**src/rtl/pattern_source_mc.sv**
```systemverilog
// Multi-channel PRBS31 / counter / walking-one frame source driving one valid/ready stream.
// Optional error injection is built when PATTERN_SOURCE_MC_ERR_INJ_EN is defined.
`timescale 1ns/1ps
module pattern_source_mc #(
    parameter int          DataBits    = 8,
    parameter int          NumChannels = 4,
    parameter int          MaxLength   = 1024,
    parameter int          CountBits   = 32,
    parameter logic [30:0] LfsrSeed    = 31'h2AAAAAAA,
    localparam int         LenBits     = $clog2(MaxLength + 1),
    localparam int         ChanBits    = (NumChannels > 1) ? $clog2(NumChannels) : 1
) (
    input  logic                   clk,
    input  logic                   rst_n,
    input  logic                   cfg_go,
    input  logic                   cfg_clr,
    input  logic                   cfg_repeat,
    input  logic [2:0]             cfg_pattern,
    input  logic [LenBits-1:0]     cfg_len,
    input  logic [15:0]            cfg_gap,
    input  logic [CountBits-1:0]   cfg_frames,
    input  logic [NumChannels-1:0] cfg_chan_en,
    output logic                   busy,
    output logic                   done,
    output logic [CountBits-1:0]   tx_count,
    output logic [CountBits-1:0]   frame_count,
`ifdef PATTERN_SOURCE_MC_ERR_INJ_EN
    input  logic                   err_inj,
    output logic [15:0]            err_count,
`endif
    output logic                   dout_valid,
    input  logic                   dout_ready,
    output logic [DataBits-1:0]    dout_data,
    output logic                   dout_eof,
    output logic [ChanBits-1:0]    dout_chan
);

    localparam int WordBits = ChanBits + 1 + DataBits;

    typedef enum logic [1:0] {
        ST_IDLE   = 2'd0,
        ST_ACTIVE = 2'd1,
        ST_GAP    = 2'd2,
        ST_DONE   = 2'd3
    } state_t;

    function automatic logic [30:0] lfsr_adv(input logic [30:0] s);
        logic [30:0] v;
        v = s;
        for (int i = 0; i < DataBits; i++) begin
            v = {v[29:0], v[30] ^ v[27]};
        end
        return v;
    endfunction

    function automatic logic [30:0] seed_of(input int c);
        logic [30:0] v;
        v = LfsrSeed ^ 31'(c);
        return (v == 31'd0) ? 31'd1 : v;
    endfunction

    function automatic logic [LenBits-1:0] eff_len(input logic [LenBits-1:0] l);
        logic [LenBits-1:0] r;
        if (l == {LenBits{1'b0}}) begin
            r = LenBits'(1);
        end else if (l > LenBits'(MaxLength)) begin
            r = LenBits'(MaxLength);
        end else begin
            r = l;
        end
        return r;
    endfunction

    function automatic logic [DataBits-1:0] rotl1(input logic [DataBits-1:0] w);
        return (w << 1) | (w >> (DataBits - 1));
    endfunction

    state_t                state_r, state_nxt_s;
    logic                  start_s, push_s, last_s, frame_end_s, accept_s, mask_any_s, inj_s;
    logic [ChanBits-1:0]   nxt_chan_s, cur_chan_r;
    logic [DataBits-1:0]   gen_data_s;
    logic [WordBits-1:0]   gen_word_s;
    logic [LenBits-1:0]    sh_len_r, word_idx_r;
    logic [2:0]            sh_pat_r;
    logic [15:0]           sh_gap_r, gap_cnt_r;
    logic                  sh_rep_r;
    logic [CountBits-1:0]  frames_gen_r, tx_count_r, frame_count_r;
    logic [30:0]           lfsr_r [NumChannels];
    logic [DataBits-1:0]   cnt_r  [NumChannels];
    logic [DataBits-1:0]   walk_r [NumChannels];
    logic                  out_valid_r, skid_valid_r, busy_r, done_r;
    logic [WordBits-1:0]   out_word_r, skid_word_r;

    // The generator only produces while the skid slot is free, so no word is ever lost.
    assign push_s      = (state_r == ST_ACTIVE) && !skid_valid_r;
    assign last_s      = (word_idx_r == (sh_len_r - LenBits'(1)));
    assign frame_end_s = push_s && last_s;
    assign accept_s    = out_valid_r && dout_ready;
    assign mask_any_s  = |cfg_chan_en;

    // Round-robin pick: first enabled channel above the current one, else the lowest enabled.
    always_comb begin
        logic found_v;
        found_v    = 1'b0;
        nxt_chan_s = cur_chan_r;
        for (int c = 0; c < NumChannels; c++) begin
            if (!found_v && cfg_chan_en[c] && (ChanBits'(c) > cur_chan_r)) begin
                found_v    = 1'b1;
                nxt_chan_s = ChanBits'(c);
            end else begin
                found_v = found_v;
            end
        end
        for (int c = 0; c < NumChannels; c++) begin
            if (!found_v && cfg_chan_en[c]) begin
                found_v    = 1'b1;
                nxt_chan_s = ChanBits'(c);
            end else begin
                found_v = found_v;
            end
        end
    end

    // Pattern word for the current channel.
    always_comb begin
        gen_data_s = {DataBits{1'b0}};
        case (sh_pat_r)
            3'd0:    gen_data_s = lfsr_r[cur_chan_r][DataBits-1:0];
            3'd1:    gen_data_s = cnt_r[cur_chan_r];
            3'd2:    gen_data_s = {DataBits{1'b1}};
            3'd4:    gen_data_s = walk_r[cur_chan_r];
            default: gen_data_s = {DataBits{1'b0}};
        endcase
        gen_word_s = {cur_chan_r, last_s, gen_data_s ^ DataBits'(inj_s)};
    end

    // Next-state logic; start_s marks every edge that opens a new frame.
    always_comb begin
        state_nxt_s = state_r;
        start_s     = 1'b0;
        case (state_r)
            ST_IDLE: begin
                if (cfg_go && mask_any_s) begin
                    state_nxt_s = ST_ACTIVE;
                    start_s     = 1'b1;
                end else begin
                    state_nxt_s = ST_IDLE;
                end
            end
            ST_ACTIVE: begin
                if (!frame_end_s) begin
                    state_nxt_s = ST_ACTIVE;
                end else if ((cfg_frames != {CountBits{1'b0}}) &&
                             ((frames_gen_r + CountBits'(1)) == cfg_frames)) begin
                    state_nxt_s = ST_DONE;
                end else if (!cfg_go) begin
                    state_nxt_s = ST_IDLE;
                end else if (sh_gap_r != 16'd0) begin
                    state_nxt_s = ST_GAP;
                end else if (mask_any_s) begin
                    state_nxt_s = ST_ACTIVE;
                    start_s     = 1'b1;
                end else begin
                    state_nxt_s = ST_IDLE;
                end
            end
            ST_GAP: begin
                if (gap_cnt_r > 16'd1) begin
                    state_nxt_s = ST_GAP;
                end else if (mask_any_s) begin
                    state_nxt_s = ST_ACTIVE;
                    start_s     = 1'b1;
                end else begin
                    state_nxt_s = ST_IDLE;
                end
            end
            ST_DONE: begin
                if (!cfg_go) begin
                    state_nxt_s = ST_IDLE;
                end else begin
                    state_nxt_s = ST_DONE;
                end
            end
            default: state_nxt_s = ST_IDLE;
        endcase
    end

    // State register with registered status flags.
    always_ff @(posedge clk or negedge rst_n) begin
        if (!rst_n) begin
            state_r <= ST_IDLE;
            busy_r  <= 1'b0;
            done_r  <= 1'b0;
        end else if (cfg_clr) begin
            state_r <= ST_IDLE;
            busy_r  <= 1'b0;
            done_r  <= 1'b0;
        end else begin
            state_r <= state_nxt_s;
            busy_r  <= (state_nxt_s != ST_IDLE);
            done_r  <= (state_nxt_s == ST_DONE);
        end
    end

    // Frame bookkeeping: shadow config, channel pointer, word index, gap and frame counters.
    always_ff @(posedge clk or negedge rst_n) begin
        if (!rst_n) begin
            sh_len_r     <= {LenBits{1'b0}};
            sh_pat_r     <= 3'd0;
            sh_gap_r     <= 16'd0;
            sh_rep_r     <= 1'b0;
            cur_chan_r   <= ChanBits'(NumChannels - 1);
            word_idx_r   <= {LenBits{1'b0}};
            gap_cnt_r    <= 16'd0;
            frames_gen_r <= {CountBits{1'b0}};
        end else if (cfg_clr) begin
            sh_len_r     <= {LenBits{1'b0}};
            sh_pat_r     <= 3'd0;
            sh_gap_r     <= 16'd0;
            sh_rep_r     <= 1'b0;
            cur_chan_r   <= ChanBits'(NumChannels - 1);
            word_idx_r   <= {LenBits{1'b0}};
            gap_cnt_r    <= 16'd0;
            frames_gen_r <= {CountBits{1'b0}};
        end else begin
            if (start_s) begin
                sh_len_r   <= eff_len(cfg_len);
                sh_pat_r   <= cfg_pattern;
                sh_gap_r   <= cfg_gap;
                sh_rep_r   <= cfg_repeat;
                cur_chan_r <= nxt_chan_s;
            end
            if (push_s) begin
                word_idx_r <= last_s ? {LenBits{1'b0}} : (word_idx_r + LenBits'(1));
            end
            if (frame_end_s) begin
                gap_cnt_r <= sh_gap_r;
            end else if (state_r == ST_GAP) begin
                gap_cnt_r <= gap_cnt_r - 16'd1;
            end
            if (state_r == ST_IDLE) begin
                frames_gen_r <= {CountBits{1'b0}};
            end else if (frame_end_s) begin
                frames_gen_r <= frames_gen_r + CountBits'(1);
            end
        end
    end

    // Per-channel pattern state; only the channel owning the pushed word moves.
    always_ff @(posedge clk or negedge rst_n) begin
        if (!rst_n) begin
            for (int c = 0; c < NumChannels; c++) begin
                lfsr_r[c] <= seed_of(c);
                cnt_r[c]  <= {DataBits{1'b0}};
                walk_r[c] <= DataBits'(1'b1);
            end
        end else if (cfg_clr) begin
            for (int c = 0; c < NumChannels; c++) begin
                lfsr_r[c] <= seed_of(c);
                cnt_r[c]  <= {DataBits{1'b0}};
                walk_r[c] <= DataBits'(1'b1);
            end
        end else begin
            for (int c = 0; c < NumChannels; c++) begin
                if (push_s && (cur_chan_r == ChanBits'(c))) begin
                    if (last_s && sh_rep_r) begin
                        lfsr_r[c] <= seed_of(c);
                        cnt_r[c]  <= {DataBits{1'b0}};
                        walk_r[c] <= DataBits'(1'b1);
                    end else begin
                        lfsr_r[c] <= lfsr_adv(lfsr_r[c]);
                        cnt_r[c]  <= cnt_r[c] + DataBits'(1);
                        walk_r[c] <= rotl1(walk_r[c]);
                    end
                end
            end
        end
    end

    // Two-entry skid buffer: output register backed by one spill slot.
    always_ff @(posedge clk or negedge rst_n) begin
        if (!rst_n) begin
            out_valid_r  <= 1'b0;
            out_word_r   <= {WordBits{1'b0}};
            skid_valid_r <= 1'b0;
            skid_word_r  <= {WordBits{1'b0}};
        end else if (cfg_clr) begin
            out_valid_r  <= 1'b0;
            out_word_r   <= {WordBits{1'b0}};
            skid_valid_r <= 1'b0;
            skid_word_r  <= {WordBits{1'b0}};
        end else if (!out_valid_r || accept_s) begin
            if (skid_valid_r) begin
                out_valid_r  <= 1'b1;
                out_word_r   <= skid_word_r;
                skid_valid_r <= 1'b0;
            end else begin
                out_valid_r <= push_s;
                if (push_s) begin
                    out_word_r <= gen_word_s;
                end
            end
        end else if (push_s) begin
            skid_valid_r <= 1'b1;
            skid_word_r  <= gen_word_s;
        end
    end

    // Handshake counters; both wrap naturally.
    always_ff @(posedge clk or negedge rst_n) begin
        if (!rst_n) begin
            tx_count_r    <= {CountBits{1'b0}};
            frame_count_r <= {CountBits{1'b0}};
        end else if (cfg_clr) begin
            tx_count_r    <= {CountBits{1'b0}};
            frame_count_r <= {CountBits{1'b0}};
        end else if (accept_s) begin
            tx_count_r <= tx_count_r + CountBits'(1);
            if (out_word_r[DataBits]) begin
                frame_count_r <= frame_count_r + CountBits'(1);
            end
        end
    end

`ifdef PATTERN_SOURCE_MC_ERR_INJ_EN
    logic        armed_r;
    logic [15:0] err_count_r;

    assign inj_s = armed_r && push_s;

    // Injection arm flag and saturating count; pulses while armed are ignored.
    always_ff @(posedge clk or negedge rst_n) begin
        if (!rst_n) begin
            armed_r     <= 1'b0;
            err_count_r <= 16'd0;
        end else if (cfg_clr) begin
            armed_r     <= 1'b0;
            err_count_r <= 16'd0;
        end else if (inj_s) begin
            armed_r     <= 1'b0;
            err_count_r <= (err_count_r == 16'hFFFF) ? err_count_r : (err_count_r + 16'd1);
        end else if (err_inj) begin
            armed_r <= 1'b1;
        end
    end

    assign err_count = err_count_r;
`else
    assign inj_s = 1'b0;
`endif

    assign busy        = busy_r;
    assign done        = done_r;
    assign tx_count    = tx_count_r;
    assign frame_count = frame_count_r;
    assign dout_valid  = out_valid_r;
    assign dout_data   = out_word_r[DataBits-1:0];
    assign dout_eof    = out_word_r[DataBits];
    assign dout_chan   = out_word_r[WordBits-1 -: ChanBits];

endmodule
```
**config.mk**
```make
export PLATFORM = sky130hd
export DESIGN_NAME = pattern_source_mc
export DESIGN_NICKNAME = d
export VERILOG_FILES = /design/src/rtl/pattern_source_mc.sv
export SDC_FILE = /design/constraint.sdc
export NUM_CORES = 1
export LEC_CHECK = 0
export BUFFER_PORTS_ARGS = -buffer_cell sky130_fd_sc_hd__buf_2
export CELL_PAD_IN_SITES_DETAIL_PLACEMENT = 0
export CELL_PAD_IN_SITES_GLOBAL_PLACEMENT = 1
export CORE_MARGIN = 5
export CORE_UTILIZATION = 52
export DETAILED_ROUTE_END_ITERATION = 8
export PLACE_DENSITY_LB_ADDON = 0.12
export SETUP_SLACK_MARGIN = 0.05
export SLEW_MARGIN = 20
export SYNTH_ARGS = -nofsm -noshare
export SYNTH_HDL_FRONTEND = slang
export SYNTH_SLANG_ARGS = --single-unit
export TNS_END_PERCENT = 30
```
**constraint.sdc**
```tcl
create_clock -name clk -period 5.3 [get_ports clk]
set_clock_uncertainty 0.2 [all_clocks]
set_input_delay 1.06 -clock clk [delete_from_list [all_inputs] [get_ports clk]]
set_output_delay 1.06 -clock clk [all_outputs]
set_load 0.01 [all_outputs]
```
# Word-level counts from Yosys, hierarchy flattened
# Cells that the tools add are included.
[totals]
word_cells = 263
ff_bits = 372
[classes]
bitwise_logic = 37
reduce_logical = 57
muxes = 110
n_addsub = 10
order_cmp = 7
eq_ne = 13
[op_table]
columns = ["operator", "n"]
rows = [
  ["two-way mux 32 bit", 10],
  ["two-way mux 31 bit", 8],
  ["two-way mux 8 bit", 22],
  ["two-way mux 11 bit", 13],
  ["two-way mux 124 bit", 1],
  ["adder 32 x 1 -> 32 bit (second input constant)", 3],
  ["two-way mux 16 bit", 5],
  ["binary-select mux 31 bit (select 2 bit)", 1],
  ["two-way mux 2 bit", 17],
  ["adder 8 x 1 -> 8 bit (second input constant)", 4],
  ["binary-select mux 8 bit (select 2 bit)", 2],
  ["== test 32 bit", 1],
  ["bitwise OR 8 x 1 -> 8 bit", 4],
  ["case mux 8 bit (4 select lines)", 1],
  ["nonzero test 32 bit", 1],
  ["XOR 1 bit", 32],
  ["two-way mux 1 bit", 26],
  ["logical AND 1 bit", 21],
  ["nonzero test 2 bit", 10],
  ["> comparator 16 x 1 -> 1 bit (second input constant)", 1],
  ["nonzero test 16 bit", 1],
  ["subtractor 16 x 1 -> 16 bit (second input constant)", 1],
  ["nonzero test 3 bit", 4],
  ["adder 11 x 1 -> 11 bit (second input constant)", 1],
  ["24 further kinds", 44],
]

# Longest topological paths before layout
[depth]
depth_word = 29
depth_mapped = 13
ltp_nobuf = 11

# Least setup slack after synthesis
# Ideal clock, no wire load.
[synth_timing]
kind = "in2reg"
startpoint = "input cfg_frames[16]"
endpoint = "register cur_chan_r[0]"
arrival_ns = 3.206
path_buffers = 1
setup_slack_ns = 1.820
required_ns = 5.025
path_stages = 10
cell_sequence = "xnor2_1 > xnor2_1 > nor4b_2 > nor2_1 > or4_4 > nor4_4 > a311oi_4 > nor2_8 > buf_12 > mux2i_1"
[synth_between]
elab_chain_cells = 7
[synth_rtl]
columns = ["element", "line", "source"]
rows = [
  ["start: declaration", "21", "input logic [CountBits-1:0] cfg_frames,"],
  ["== test 32 bit or nonzero test 32 bit (tied branches)", "154, 153", ""],
  ["logical AND 1 bit *", "153", "end else if ((cfg_frames != {CountBits{1'b0}}) &&"],
  ["two-way mux 1 bit *", "153", ""],
  ["two-way mux 1 bit *", "151", "if (!frame_end_s) begin"],
  ["case mux 1 bit (3 select lines) *", "141", "case (state_r)"],
  ["nonzero test 2 bit (no source line) *", "--", ""],
  ["AND reduction 2 bit (no source line) *", "--", ""],
  ["end signal: assignment", "212", "cur_chan_r <= ChanBits'(NumChannels - 1);"],
  ["end signal: assignment", "221", "cur_chan_r <= ChanBits'(NumChannels - 1);"],
  ["end signal: assignment", "231", "cur_chan_r <= nxt_chan_s;"],
  ["end: declaration", "80", "logic [ChanBits-1:0] nxt_chan_s, cur_chan_r;"],
]
# Every way passes the cells marked *; elsewhere a longest branch is shown, timed or not.
# A chain may end at the register's enable or synchronous reset.

# Final worst setup path
[layout_timing]
startpoint = "register frames_gen_r[2]"
endpoint = "register sh_gap_r[11]"
[layout_between]
elab_chain_cells = 7
[layout_rtl]
columns = ["element", "line", "source"]
rows = [
  ["start: declaration", "87", "logic [CountBits-1:0] frames_gen_r, tx_count_r, frame_count_r;"],
  ["start signal: assignment", "215", "frames_gen_r <= {CountBits{1'b0}};"],
  ["start signal: assignment", "224", "frames_gen_r <= {CountBits{1'b0}};"],
  ["start signal: assignment", "242", "frames_gen_r <= {CountBits{1'b0}};"],
  ["adder 32 x 1 -> 32 bit", "154", "((frames_gen_r + CountBits'(1)) == cfg_frames)) begin"],
  ["== test 32 bit", "154", ""],
  ["logical AND 1 bit", "153", ""],
  ["two-way mux 1 bit", "153", ""],
  ["two-way mux 1 bit", "151", ""],
  ["case mux 1 bit (3 select lines)", "141", ""],
  ["nonzero test 2 bit (no source line)", "--", ""],
  ["end signal: assignment", "229", "sh_gap_r <= cfg_gap;"],
  ["end: declaration", "85", "logic [15:0] sh_gap_r, gap_cnt_r;"],
]
# Every way passes these cells.

==> qor.log <==
[critical_path] Worst path depth 10
[logic_synthesis] FF+latch count, synth 372
[timing] final critical-path setup slack 1.053 ns
[clocking] clock-pin slew on the worst setup and hold paths 0.06 ns
[timing] unrepaired setup endpoints after global routing no
[clocking] # Post-CTS Setup Buffers 0
[die] total die area 0.04018 sq mm
[min_path] end point of the worst hold path lfsr_r[88]
[logic_synthesis] mean area per synthesized cell 10.34 sq um
[critical_path] capture instance of the worst register-to-register path sh_gap_r[11]
[timing] Final setup viols 0
[final_layout] layout cells sized above 1 0.1846
[logic_synthesis] Mapped Nets 1,907
[die] core area 0.03566 sq mm
[critical_path] number of cell instances on the worst register-to-register path 10
[critical_path] Reg2Reg Launch Point frames_gen_r[2]
[job] number of max-cap violations 0
[die] DIE HEIGHT 200.4 microns
[timing] max-slew violation count 0
[timing] tightest slew margin relative to the limit 0.2472
[pwr] IR Drop Worst-Case VDD 0.2729 mV
[min_path] source of the worst hold timing path lfsr_r[80]
[logic_synthesis] Post-synth EDFFs 0
[detailed_routing] Final Routed Wirelength 45,310 microns
[die] number of placed I/O pins 150
[grt] global-route wire length before repair 74,860 microns
[clocking] Hold Buf Count CTS 0
[clocking] CTS Buf Count 41
[clocking] clock latency at the later pin of the worst-skew pair 0.54 ns
[critical_path] combined buffer and inverter count along the critical path 1
[logic_synthesis] post-synthesis sequential area ratio 0.4980
[critical_path] cell type of the slowest stage on the worst timing path sky130_fd_sc_hd__nor4_2
[logic_synthesis] Post-Synthesis Cell Area 0.01886 sq mm
[die] Die X 200.4 microns
[timing] timing-limited maximum frequency 235.5 MHz
[detailed_routing] antenna violation net count after detailed routing 0
[placement] final estimated routing congestion in global placement 0.8868
[grt] largest net degree at the start of global routing 106
[detailed_routing] number of DRC markers after the initial detailed-route iteration 872
[clocking] CTS tree built
[logic_synthesis] number of instances in the synthesized netlist 1,824
[die] standard-cell rows 69
[grt] all-layer global routing usage 0.2224
[critical_path] type of destination of the critical path flip-flop
[pwr] leak pwr 9.288 nW
[timing] transition time of the tightest slew-check pin 1.129 ns
[min_path] HP Class flip-flop to flip-flop
[final_layout] signed area change from the synthesized netlist to the final layout 12.38%
[clocking] number of H-tree levels 2
[clocking] library cell used as clock root buffer sky130_fd_sc_hd__clkbuf_16
[critical_path] highest fanout seen on the critical path 24
[final_layout] Design Area, Final 0.02119 sq mm
[timing] Fin Hold WS 0.3017 ns
[placement] Detailed Place HPWL 31,390 microns
[detailed_routing] ratio of routed vias to standard cells 5.791
[logic_synthesis] async set-or-reset flop fraction in the synthesized netlist 1.000
[critical_path] R2R Setup Slk 1.05 ns
[placement] placed inst area 0.01982 sq mm
[detailed_routing] residual DRC count 0
[timing] part of the cycle the worst path needs 0.8013
[critical_path] Top delay family on crit path simple AND/OR/NAND/NOR gates
[critical_path] Req. time, crit path 5.56 ns
[grt] grt total ovfl 0
[logic_synthesis] Yosys Warn Count 0
[detailed_routing] via count of the routed design 14,000
[grt] initial antenna violation count 0
[timing] final number of hold-violating endpoints 0
[timing] final critical delay including setup and external delays 4.247 ns
[grt] vias in the first global route 13,670
[clocking] number of clock sinks 372
[pwr] power per cell area 294.9 mW/mm^2
[logic_synthesis] leading register cell type out of synthesis sky130_fd_sc_hd__dfrtp_1
[critical_path] critical path arrival 4.50 ns
[critical_path] crit-path cells nand3_1 > nor4_2 > xnor2_1 > nand2_1 > or4_4 > nor4_4 > a311oi_4 > buf_4 > nor2_8 > mux2i_1
[status] status finished, final reports clean
[logic_synthesis] number of distinct standard cells referenced by the synthesized netlist 86
[placement] Placement Setup Slack 1.106 ns
[die] Starting Density 0.5289
[critical_path] critical path startpoint category flip-flop
[critical_path] type of the worst setup path flip-flop to flip-flop
[final_layout] fillcell total 3,049
[placement] number of port buffers 149
[min_path] Hold Path Cell Cnt 1
[timing] TNS Setup 0 ns
[clocking] buffer levels on the longest clock path 3
[final_layout] final core utilization 0.5944
[clocking] Resized Gates After CTS 0
[critical_path] slowest stage delay, CP 0.76 ns
[final_layout] diode insertion count for antenna repair 0
[final_layout] final net count 2,006
[detailed_routing] WL/cell 18.75 microns
[detailed_routing] First-pass DRT Iterations 5
-- flip-flops by register name (all words and copies together) (netlist names) --
signal        count
out_word_r       11
done              1
cur_chan_r        2
sh_len_r         11
sh_rep_r          1
skid_word_r      11
walk_r           32
sh_gap_r         16
gap_cnt_r        16
skid_valid_r      1
frames_gen_r     32
busy              1
lfsr_r          124
state_r           2
tx_count         32
word_idx_r       11
sh_pat_r          3
dout_valid        1
cnt_r            32
frame_count      32
-- layout make-up --
type / count / area (sq um) / area share
flip-flops and latches: 372 / 9392 / 0.4431
multi-input cells: 1310 / 8828 / 0.4166
clock buffers: 65 / 1279 / 0.06033
repair buffers: 165 / 903.4 / 0.04262
well taps: 461 / 576.8 / 0.02722
inverters: 33 / 123.9 / 0.005845
clock inverters: 11 / 91.34 / 0.004310
-- layer usage --
metal  track usage  wire length [microns]  vias to the layer above
met5             0                      0                        -
met4       0.04179                    655                        0
met3       0.03441                   1898                       46
met2        0.3595                  21540                      271
met1        0.3245                  21220                     6932
li1              -                      -                     6748
-- synthesized netlist by cell type (32+ instances only) --
library cell,number,area [sq um]
sky130_fd_sc_hd__dfrtp_1,306,7657
sky130_fd_sc_hd__nor4_1,32,200.2
sky130_fd_sc_hd__xnor2_1,115,1007
sky130_fd_sc_hd__nand3_1,48,240.2
sky130_fd_sc_hd__clkbuf_1,75,281.5
sky130_fd_sc_hd__inv_1,32,120.1
sky130_fd_sc_hd__a21oi_1,62,310.3
sky130_fd_sc_hd__o22a_1,48,420.4
sky130_fd_sc_hd__mux2i_1,39,390.4
sky130_fd_sc_hd__nor2_1,182,683.2
sky130_fd_sc_hd__nor3_1,40,200.2
sky130_fd_sc_hd__a22o_1,91,797.0
sky130_fd_sc_hd__nand2_1,181,679.4
sky130_fd_sc_hd__xor2_1,76,665.6
sky130_fd_sc_hd__and3_1,36,225.2
sky130_fd_sc_hd__dfstp_2,66,1734
sky130_fd_sc_hd__o21ai_0,113,565.5
-- stage by stage --
| stage | power [mW] | cells |
|---|---|---|
| 6_report | 6.251 | 2417 |
| 5_1_grt | 6.506 | 2417 |
| 4_1_cts | 6.320 | 2417 |
| 3_5_place_dp | 3.450 | 2341 |
| 3_3_place_gp | 3.441 | 2341 |
| 2_1_floorplan | 3.251 | 1824 |
-- cell families (layout without fill, tap and decap cells) --
logic type / Yosys count / count (layout) / share of synthesized area
xor+xnor: 191 / 191 / 0.08870
simple gates: 652 / 652 / 0.1742
compound gates: 392 / 392 / 0.1459
mux: 64 / 64 / 0.04996
flops: 372 / 372 / 0.4980
fa+ha+maj: 11 / 11 / 0.007298
buf+inv: 142 / 274 / 0.03602
-- how the worst max path moves through the flow --
stage / startpoint / endpoint
after CTS: frames_gen_r[2] / sh_gap_r[2]
final: frames_gen_r[2] / sh_gap_r[11]
after global placement: cfg_frames[16] / sh_gap_r[12]
after floorplan: cfg_frames[16] / cur_chan_r[0]
after global routing: frames_gen_r[2] / sh_gap_r[14]
after detailed placement: frames_gen_r[2] / sh_gap_r[10]
-- placed cells by master (no fill, tap or decap), types with 5 or more instances in the layout --
cell type	n
sky130_fd_sc_hd__clkbuf_1	10
sky130_fd_sc_hd__a211oi_1	20
sky130_fd_sc_hd__inv_1	32
sky130_fd_sc_hd__and2_1	6
sky130_fd_sc_hd__buf_4	15
sky130_fd_sc_hd__clkbuf_16	43
sky130_fd_sc_hd__nor3b_1	8
sky130_fd_sc_hd__or3_1	24
sky130_fd_sc_hd__a22oi_1	8
sky130_fd_sc_hd__o211ai_1	5
sky130_fd_sc_hd__nor2_1	182
sky130_fd_sc_hd__nand3_1	48
sky130_fd_sc_hd__buf_2	147
sky130_fd_sc_hd__dfrtp_1	306
sky130_fd_sc_hd__or4_1	5
sky130_fd_sc_hd__nor2b_1	10
sky130_fd_sc_hd__xnor2_1	115
sky130_fd_sc_hd__ha_1	11
sky130_fd_sc_hd__nor4_1	32
sky130_fd_sc_hd__nand2b_1	9
sky130_fd_sc_hd__nand2_1	181
sky130_fd_sc_hd__nor3_1	39
sky130_fd_sc_hd__nand4_1	30
sky130_fd_sc_hd__o22a_1	48
sky130_fd_sc_hd__o41ai_1	7
sky130_fd_sc_hd__mux4_2	24
sky130_fd_sc_hd__a22o_1	91
sky130_fd_sc_hd__dfstp_2	66
sky130_fd_sc_hd__xor2_1	76
sky130_fd_sc_hd__a31oi_1	8
sky130_fd_sc_hd__clkbuf_8	12
sky130_fd_sc_hd__a21oi_1	59
sky130_fd_sc_hd__clkinv_2	7
sky130_fd_sc_hd__and4_1	5
sky130_fd_sc_hd__o21ai_0	113
sky130_fd_sc_hd__mux2i_1	39
sky130_fd_sc_hd__and3_1	36
-- report_power, final --
| group | leakage [nW] | total (mW) | switching [mW] | internal (mW) |
|---|---|---|---|---|
| combinational | 3.66 | 0.456 | 0.302 | 0.154 |
| sequential | 4.94 | 2.94 | 0.0515 | 2.89 |
| clock | 0.682 | 2.85 | 1.15 | 1.71 |
| total | 9.29 | 6.25 | 1.50 | 4.75 |
Power figures use the tool's default switching activity.
